==> src/rtl/addsub_pkg.sv <==
// Shared types and constants for the nibble-serial saturating add/subtract unit.
package addsub_pkg;

    typedef enum logic [1:0] {IDLE, RUN, DONE} state_t;

    localparam int NIBBLE_W = 4;

    localparam logic [15:0] SAT_POS = 16'h7FFF;
    localparam logic [15:0] SAT_NEG = 16'h8000;

endpackage

==> src/rtl/CLA_4bit.sv <==
// 4-bit carry-lookahead adder slice; all carries are derived directly from generate/propagate terms.
module CLA_4bit (
    input  logic [3:0] A,
    input  logic [3:0] B,
    input  logic       Cin,
    output logic [3:0] Sum,
    output logic       Cout
);

    logic [3:0] p;
    logic [3:0] g;
    logic [4:0] c;

    always_comb begin
        p    = A ^ B;
        g    = A & B;
        c[0] = Cin;
        c[1] = g[0] | (p[0] & c[0]);
        c[2] = g[1] | (p[1] & g[0]) | (p[1] & p[0] & c[0]);
        c[3] = g[2] | (p[2] & g[1]) | (p[2] & p[1] & g[0]) | (p[2] & p[1] & p[0] & c[0]);
        c[4] = g[3] | (p[3] & g[2]) | (p[3] & p[2] & g[1]) | (p[3] & p[2] & p[1] & g[0])
             | (p[3] & p[2] & p[1] & p[0] & c[0]);
        Sum  = p ^ c[3:0];
        Cout = c[4];
    end

endmodule

==> src/rtl/nibble_serial_addsub.sv <==
// Saturating WIDTH-bit add/subtract that reuses one CLA_4bit across the operand nibbles,
// LSB nibble first, one nibble per clock.
module nibble_serial_addsub
    import addsub_pkg::*;
#(
    parameter int WIDTH = 16
) (
    input  logic             clk,
    input  logic             rst,
    input  logic             start,
    input  logic             sub,
    input  logic [WIDTH-1:0] A,
    input  logic [WIDTH-1:0] B,
    output logic             ready,
    output logic             done,
    output logic [WIDTH-1:0] result,
    output logic             Z,
    output logic             V,
    output logic             N
);

    localparam int NIBBLES = WIDTH / NIBBLE_W;
    localparam int IDX_W   = (NIBBLES > 1) ? $clog2(NIBBLES) : 1;

    localparam logic [WIDTH-1:0] SAT_P = (WIDTH == 16) ? WIDTH'(SAT_POS) : {1'b0, {(WIDTH-1){1'b1}}};
    localparam logic [WIDTH-1:0] SAT_N = (WIDTH == 16) ? WIDTH'(SAT_NEG) : {1'b1, {(WIDTH-1){1'b0}}};

    state_t             state_q, state_d;
    logic [WIDTH-1:0]   opa_q, opa_d;
    logic [WIDTH-1:0]   opb_q, opb_d;
    logic [WIDTH-1:0]   psum_q, psum_d;
    logic [WIDTH-1:0]   result_q, result_d;
    logic [IDX_W-1:0]   idx_q, idx_d;
    logic               carry_q, carry_d;
    logic               done_q, done_d;
    logic               z_q, z_d;
    logic               v_q, v_d;
    logic               n_q, n_d;

    logic [NIBBLE_W-1:0] cla_a, cla_b, cla_sum;
    logic                cla_cout;
    logic                last_nib;
    logic                ovf;

    assign cla_a = opa_q[int'(idx_q)*NIBBLE_W +: NIBBLE_W];
    assign cla_b = opb_q[int'(idx_q)*NIBBLE_W +: NIBBLE_W];

    CLA_4bit u_cla (
        .A    (cla_a),
        .B    (cla_b),
        .Cin  (carry_q),
        .Sum  (cla_sum),
        .Cout (cla_cout)
    );

    // opB already carries the inversion for subtract, so the classic same-sign rule applies directly.
    assign last_nib = (int'(idx_q) == NIBBLES - 1);
    assign ovf      = (opa_q[WIDTH-1] == opb_q[WIDTH-1]) && (cla_sum[NIBBLE_W-1] != opa_q[WIDTH-1]);

    always_comb begin
        state_d  = state_q;
        opa_d    = opa_q;
        opb_d    = opb_q;
        psum_d   = psum_q;
        result_d = result_q;
        idx_d    = idx_q;
        carry_d  = carry_q;
        done_d   = 1'b0;
        z_d      = z_q;
        v_d      = v_q;
        n_d      = n_q;

        case (state_q)
            IDLE: begin
                if (start) begin
                    state_d = RUN;
                    opa_d   = A;
                    opb_d   = sub ? ~B : B;
                    carry_d = sub;
                    idx_d   = '0;
                    psum_d  = '0;
                end
            end
            RUN: begin
                psum_d[int'(idx_q)*NIBBLE_W +: NIBBLE_W] = cla_sum;
                carry_d = cla_cout;
                if (last_nib) begin
                    state_d  = DONE;
                    done_d   = 1'b1;
                    result_d = ovf ? (opa_q[WIDTH-1] ? SAT_N : SAT_P) : psum_d;
                    v_d      = ovf;
                    z_d      = (result_d == '0);
                    n_d      = result_d[WIDTH-1];
                end else begin
                    idx_d = idx_q + 1'b1;
                end
            end
            DONE: begin
                state_d = IDLE;
            end
            default: begin
                state_d = IDLE;
            end
        endcase
    end

    always_ff @(posedge clk) begin
        if (rst) begin
            state_q  <= IDLE;
            opa_q    <= '0;
            opb_q    <= '0;
            psum_q   <= '0;
            result_q <= '0;
            idx_q    <= '0;
            carry_q  <= 1'b0;
            done_q   <= 1'b0;
            z_q      <= 1'b0;
            v_q      <= 1'b0;
            n_q      <= 1'b0;
        end else begin
            state_q  <= state_d;
            opa_q    <= opa_d;
            opb_q    <= opb_d;
            psum_q   <= psum_d;
            result_q <= result_d;
            idx_q    <= idx_d;
            carry_q  <= carry_d;
            done_q   <= done_d;
            z_q      <= z_d;
            v_q      <= v_d;
            n_q      <= n_d;
        end
    end

    assign ready  = (state_q == IDLE);
    assign done   = done_q;
    assign result = result_q;
    assign Z      = z_q;
    assign V      = v_q;
    assign N      = n_q;

endmodule

==> config.mk <==
export PLATFORM = sky130hd
export DESIGN_NAME = nibble_serial_addsub
export DESIGN_NICKNAME = d
export VERILOG_FILES = /design/src/rtl/addsub_pkg.sv /design/src/rtl/CLA_4bit.sv /design/src/rtl/nibble_serial_addsub.sv
export SDC_FILE = /design/constraint.sdc
export NUM_CORES = 1
export LEC_CHECK = 0
export ABC_CLOCK_PERIOD_IN_PS = 4800
export CAP_MARGIN = 20
export CORE_MARGIN = 3
export CORE_UTILIZATION = 53
export DETAILED_ROUTE_END_ITERATION = 7
export GPL_TIMING_DRIVEN = 0
export PLACE_DENSITY = 0.87
export SLEW_MARGIN = 30
export SYNTH_ARGS = -nofsm -noshare
export SYNTH_HDL_FRONTEND = slang
export SYNTH_SLANG_ARGS = --single-unit
==> constraint.sdc <==
create_clock -name clk -period 4.8 [get_ports clk]
set_input_delay 0.96 -clock clk [delete_from_list [all_inputs] [get_ports clk]]
set_output_delay 0.96 -clock clk [all_outputs]
set_load 0.03 [all_outputs]
==> metrics, run 1 <==
clock tree buffer depth 2; CP top delay family compound AO/OA/AOI/OAI gates; switching power 0.000396 W; CTS resizes 0; post-CTS setup buffer count 0; clock sink count 72; std cell rows 29; run status complete, no violations; Final nets 530; leakage power figure 1.59 nW; startpoint types register; Slew @ Worst Pin 783 ps; maxcap violations 0; relative slew slack 0.478; antenna-violating nets left 0; Syn Nets 465; final count of pins violating max slew 0; pin count of the biggest net entering global routing 13; asr flop ratio synth 0; final WL 9.08 mm; H-tree depth 3; Ys Warns 0; area delta synth->final 24.0%; CTS tree built; unrepaired setup endpoints after global routing false; Critical path buffers and inverters 1; worst vdd ir 0.229 mV; root buf cell clkbuf_8; Fill cells 532; vias per cell 5.77; most common flop cell mapped by yosys dfxtp_1; Clock Skew 11.2 ps; Reg-to-Reg Start idx_q[0]; via count 3,256; HP Class register to register; initial antenna violation count 0; Die ar. 7660 um^2; CTS clk-pin slew, worst paths 80 ps; diode count 0; WP data arrival 4590 ps; die height 87.5 um; drt first-iter violations 287; CP Capture Type register; sw frac 0.285; DRC errors left 0; Setup TNS 0 ps; Placer Congestion 1.03; EDFF count, synth 0; WP data required 5080 ps; Yosys cell types 47; total CTS buffers 9; Core ar. 6390 um^2; post-synthesis cell count 417; Clock Latency Late Sink 360 ps; Mapped Avg Cell Area 8.44 um^2; grt ovf 0; flops & latches, synth 72; first-pass GRT wire length 14.9 mm; io pins 57; FMAX 232 MHz; CP max stage delay 650 ps; Worst setup startpoint idx_q[0]; Cell Area, Synth 3520 um^2; critical path fanouts, max 10; routed len/inst 16.1 um; WS Path Type register to register; Pre-Repair DR Iteration Count 4; Comb power frac 0.183; Post-Layout Cell Count 564; Cells after DPL 548; fraction of layout cells with a size suffix above 1 0.0575; starting density of the core 0.551; # setup viols final 0; Seq/Total Area, Yosys 0.409; Sequential Power Share 0.459; min-delay src opa_q[4]; Total Routing Usage GR 0.250; Worst path slowest cell mux4_2; die width 87.5 um; setup ws final 484 ps; hold-fix buffers at CTS 0; hpwl dp 6.64 mm; Final Hold Vio Count 0; minimum clock period 4320 ps; Clock power frac 0.358; vias in the first global route 3,168; DP Worst Slack 535 ps; Port-buffer cells 54; Internal 0.000993 W; worst-path cell chain buf_1, mux4_2, fa_1, xnor2_2, o22ai_1, or4_1, a211o_1, o31a_1, o31ai_2; Pwr Density 318 nW/um^2; crit share post-route 0.899
## placed cells by master, fill, tap and decap left out, drive strengths merged, types with 4 or more instances in the layout
cell type	Yosys	routed
dfxtp	72	72
nand2	57	57
clkdlybuf4s50	0	54
nor2	50	50
a21oi	49	49
clkbuf	28	39
a211oi	19	19
xnor2	19	19
nand3	14	14
nor3	14	14
ha	11	11
inv	10	10
mux4	8	8
o21ai	7	7
nor2b	5	5
a32oi	5	5
o22ai	5	5
a22o	5	5
a21o	4	4
## area by class of cell
type	count	area (um^2)	share of cell area
Tap cell	77	96.3	0.0221
Inverter	10	37.5	0.00860
Clock buffer	11	151	0.0347
Buffer	30	116	0.0267
Timing Repair Buffer	54	541	0.124
Sequential cell	72	1440	0.330
Multi-Input combinational cell	305	1930	0.441
Clock inverter	5	55.1	0.0126
## Yosys cell counts (2+ instances only)
cell type,instances,area (um^2)
dfxtp_1,72,1440
nand2_1,57,214
inv_1,10,37.5
nor2_1,50,188
and3_1,2,12.5
mux4_2,8,180
a21o_1,4,30.0
nand2b_1,2,12.5
nand3_1,14,70.1
clkbuf_1,28,105
o21ai_0,6,30.0
a22o_1,5,43.8
nor2b_1,5,31.3
ha_1,11,138
o22ai_1,5,31.3
nor3_1,14,70.1
o2bb2ai_1,2,17.5
a211o_1,2,17.5
a21oi_1,49,245
a32oi_1,5,43.8
xnor2_1,18,158
xor2_1,2,17.5
a221oi_1,2,17.5
and2_1,3,18.8
a211oi_1,19,143
## worst reg2reg max path, delay by kind of cell (launching register included)
kind            cells  cell delay, ps
xor+xnor            1             360
mux                 1             660
simple gates        1             570
fa+ha+maj           1             460
flops               1             560
compound gates      4             990
buf+inv             1             650
## metal layers
| metal | GRT usage | share of wire |
|---|---|---|
| met1 | 0.306 | 0.43 |
| met2 | 0.419 | 0.48 |
| met3 | 0.0482 | 0.061 |
| met4 | 0.123 | 0.031 |
| met5 | 0 | 0 |
## sequential cells by signal (all words and copies together), names as in the netlist
register	flops
V	1
psum_q	16
opb_q	16
idx_q	2
carry_q	1
Z	1
opa_q	16
done	1
result	16
state_q	2
## stage by stage
stage	hold slack (ps)	util	power [W]	area (um^2)
floorplan	432	-	0.000814	3520
global placement	436	0.651	0.000893	4160
detailed placement	446	0.651	0.000900	4160
CTS	456	0.683	0.00139	4360
global route	476	0.683	0.00145	4360
finish	456	0.683	0.00139	4360
## worst paths after layout
path | to | slack (ps) | depth (start not counted)
worst max-delay path | Z | 480 | 9
worst max register to register | Z | 480 | 9
worst min-delay path | opa_q[4] | 460 | 2
worst min register to register | opa_q[4] | 460 | 2
## power by group through the flow
stage                     clock network (W)  registers (W)  logic, W
after global placement                    0       0.000650  0.000243
after CTS                          0.000499       0.000638  0.000250
after global routing               0.000527       0.000641  0.000278
after detailed placement                  0       0.000652  0.000248
after floorplan                           0       0.000647  0.000167
final                              0.000497       0.000638  0.000254
## cell families (layout without fill, tap and decap cells)
| group | count (synthesis) | after routing | share of synthesized area |
|---|---|---|---|
| muxes | 9 | 9 | 0.0540 |
| DFF | 72 | 72 | 0.409 |
| buffers and inverters | 40 | 110 | 0.0437 |
| adders and majority gates | 12 | 12 | 0.0448 |
| xor gates and xnor gates | 21 | 21 | 0.0544 |
| and+or+nand+nor | 155 | 155 | 0.197 |
| AOI/OAI and AO/OA | 108 | 108 | 0.197 |
No activity file was read; power rests on OpenSTA's default activity.
==> inputs of run 2 (changes only) <==
--- a/config.mk
+++ b/config.mk
@@ -5,13 +5,14 @@
 export SDC_FILE = /design/constraint.sdc
 export NUM_CORES = 1
 export LEC_CHECK = 0
-export ABC_CLOCK_PERIOD_IN_PS = 4800
 export CAP_MARGIN = 20
+export CELL_PAD_IN_SITES_DETAIL_PLACEMENT = 0
+export CELL_PAD_IN_SITES_GLOBAL_PLACEMENT = 1
 export CORE_MARGIN = 3
-export CORE_UTILIZATION = 53
+export CORE_UTILIZATION = 40
 export DETAILED_ROUTE_END_ITERATION = 7
 export GPL_TIMING_DRIVEN = 0
-export PLACE_DENSITY = 0.87
+export PLACE_DENSITY = 0.88
 export SLEW_MARGIN = 30
 export SYNTH_ARGS = -nofsm -noshare
 export SYNTH_HDL_FRONTEND = slang
==> run 2 against run 1 <==
  * Sequential cell count unchanged
  * Clock skew decreased by 5.9 ps
  * Hold slack got worse by 0.84 ps
  * Clock-buffer cell count decreased by 1
  * Global-route usage decreased by 6.2 points
  * Sequential share of layout area decreased by 0.63 points
  * Maximum frequency increased by 1.4%
  * First-iteration DRC count decreased by 55%
  * Via count decreased by 2.2%
  * Total power increased by 9.2%
  * Utilization decreased by 15 points
==> metrics, run 2 (synthesized netlist as in run 1, its figures left out) <==
Slew @ Worst Pin 733 ps; Reg-to-Reg Start idx_q[0]; routed len/inst 15.5 um; Core ar. 8380 um^2; root buf cell clkbuf_8; pin count of the biggest net entering global routing 13; crit share post-route 0.887; WP data required 5070 ps; HP Class register to register; first-pass GRT wire length 14.9 mm; Internal 0.00112 W; leakage power figure 1.61 nW; hpwl dp 6.85 mm; WS Path Type register to register; antenna-violating nets left 0; initial antenna violation count 0; Sequential Power Share 0.421; unrepaired setup endpoints after global routing false; grt ovf 0; H-tree depth 3; Worst R2R End Z; Pre-Repair DR Iteration Count 4; post-CTS setup buffer count 0; setup ws final 541 ps; total CTS buffers 9; run status complete, no violations; Pwr Density 341 nW/um^2; DP Worst Slack 557 ps; Worst Setup EP Z; diode count 0; Clock power frac 0.414; critical path fanouts, max 10; CTS tree built; final WL 9.14 mm; sw frac 0.259; final count of pins violating max slew 0; CTS resizes 0; startpoint types register; Placer Congestion 0.893; Worst setup startpoint idx_q[0]; Die ar. 9960 um^2; vias in the first global route 3,065; vias per cell 5.39; switching power 0.000393 W; # setup viols final 0; minimum clock period 4260 ps; via count 3,184; R2R Setup Slk 540 ps; relative slew slack 0.512; clock sink count 72; Setup TNS 0 ps; CP Capture Type register; Comb power frac 0.165; Final nets 530; std cell rows 33; most frequent cells in the layout dfxtp_1, nand2_1, clkdlybuf4s50_1; Clock Latency Late Sink 350 ps; die height 99.8 um; commonest non-fill, non-tap cell in the layout dfxtp_1; CTS clk-pin slew, worst paths 80 ps; worst vdd ir 0.156 mV; clock tree buffer depth 2; maxcap violations 0; io pins 57; fraction of layout cells with a size suffix above 1 0.0535; drt first-iter violations 130; Total Routing Usage GR 0.188; Clock Skew 5.30 ps; Port-buffer cells 54; FMAX 235 MHz; WP data arrival 4530 ps; worst r2r path cells 9; die width 99.8 um; area delta synth->final 26.4%; Final Hold Vio Count 0; starting density of the core 0.420; hold-fix buffers at CTS 0; DRC errors left 0
run 2: layout make-up:
class,count,area [um^2]
Buffer,30,116
Clock buffer,10,128
Clock inverter,5,129
Fill cell,830,3930
Inverter,10,37.5
Multi-Input combinational cell,305,1930
Sequential cell,72,1440
Tap cell,105,131
Timing Repair Buffer,54,541
run 2: power by group through the flow:
stage / sequential, W / clock [W] / combinational (W)
6_report: 0.000638 / 0.000628 / 0.000250
5_1_grt: 0.000641 / 0.000658 / 0.000275
4_1_cts: 0.000638 / 0.000637 / 0.000249
3_5_place_dp: 0.000652 / 0 / 0.000248
3_3_place_gp: 0.000650 / 0 / 0.000246
2_1_floorplan: 0.000647 / 0 / 0.000167
run 2: critical path, cell delays in order, from the launching register on:
cell and delay, ps:
dfxtp_1 520, buf_1 610, mux4_2 650, fa_1 450, xnor2_2 360, o22ai_1 230
or4_1 610, a211o_1 290, o31a_1 310, o31ai_2 160
run 2: how the worst min path moves through the flow:
stage               from   endpoint  slack (ps)  cells past startpoint
2_1_floorplan  psum_q[3]  psum_q[3]         430                      2
3_3_place_gp    opa_q[1]   opa_q[1]         440                      2
3_5_place_dp    opa_q[1]   opa_q[1]         450                      2
4_1_cts         opa_q[1]   opa_q[1]         460                      2
5_1_grt         opa_q[4]   opa_q[4]         480                      2
6_report       opa_q[13]  opa_q[13]         460                      2
run 2: layer usage:
layer  up-vias  share of wire  GRT usage
li1       1595              -          -
met1      1470           0.44      0.236
met2       100           0.49      0.327
met3        19          0.049     0.0285
met4         0          0.018     0.0683
met5         -              0          0
run 2: metrics by stage:
| step | hold WS (ps) | instances | instance area (um^2) | power (W) | utilization |
|---|---|---|---|---|---|
| 3_5_place_dp | 447 | 576 | 4190 | 0.000900 | 0.500 |
| 3_3_place_gp | 439 | 576 | 4190 | 0.000896 | 0.500 |
| 4_1_cts | 458 | 591 | 4450 | 0.00152 | 0.531 |
| 6_report | 455 | 591 | 4450 | 0.00152 | 0.531 |
| 2_1_floorplan | 432 | 417 | 3520 | 0.000814 | - |
| 5_1_grt | 482 | 591 | 4450 | 0.00157 | 0.531 |
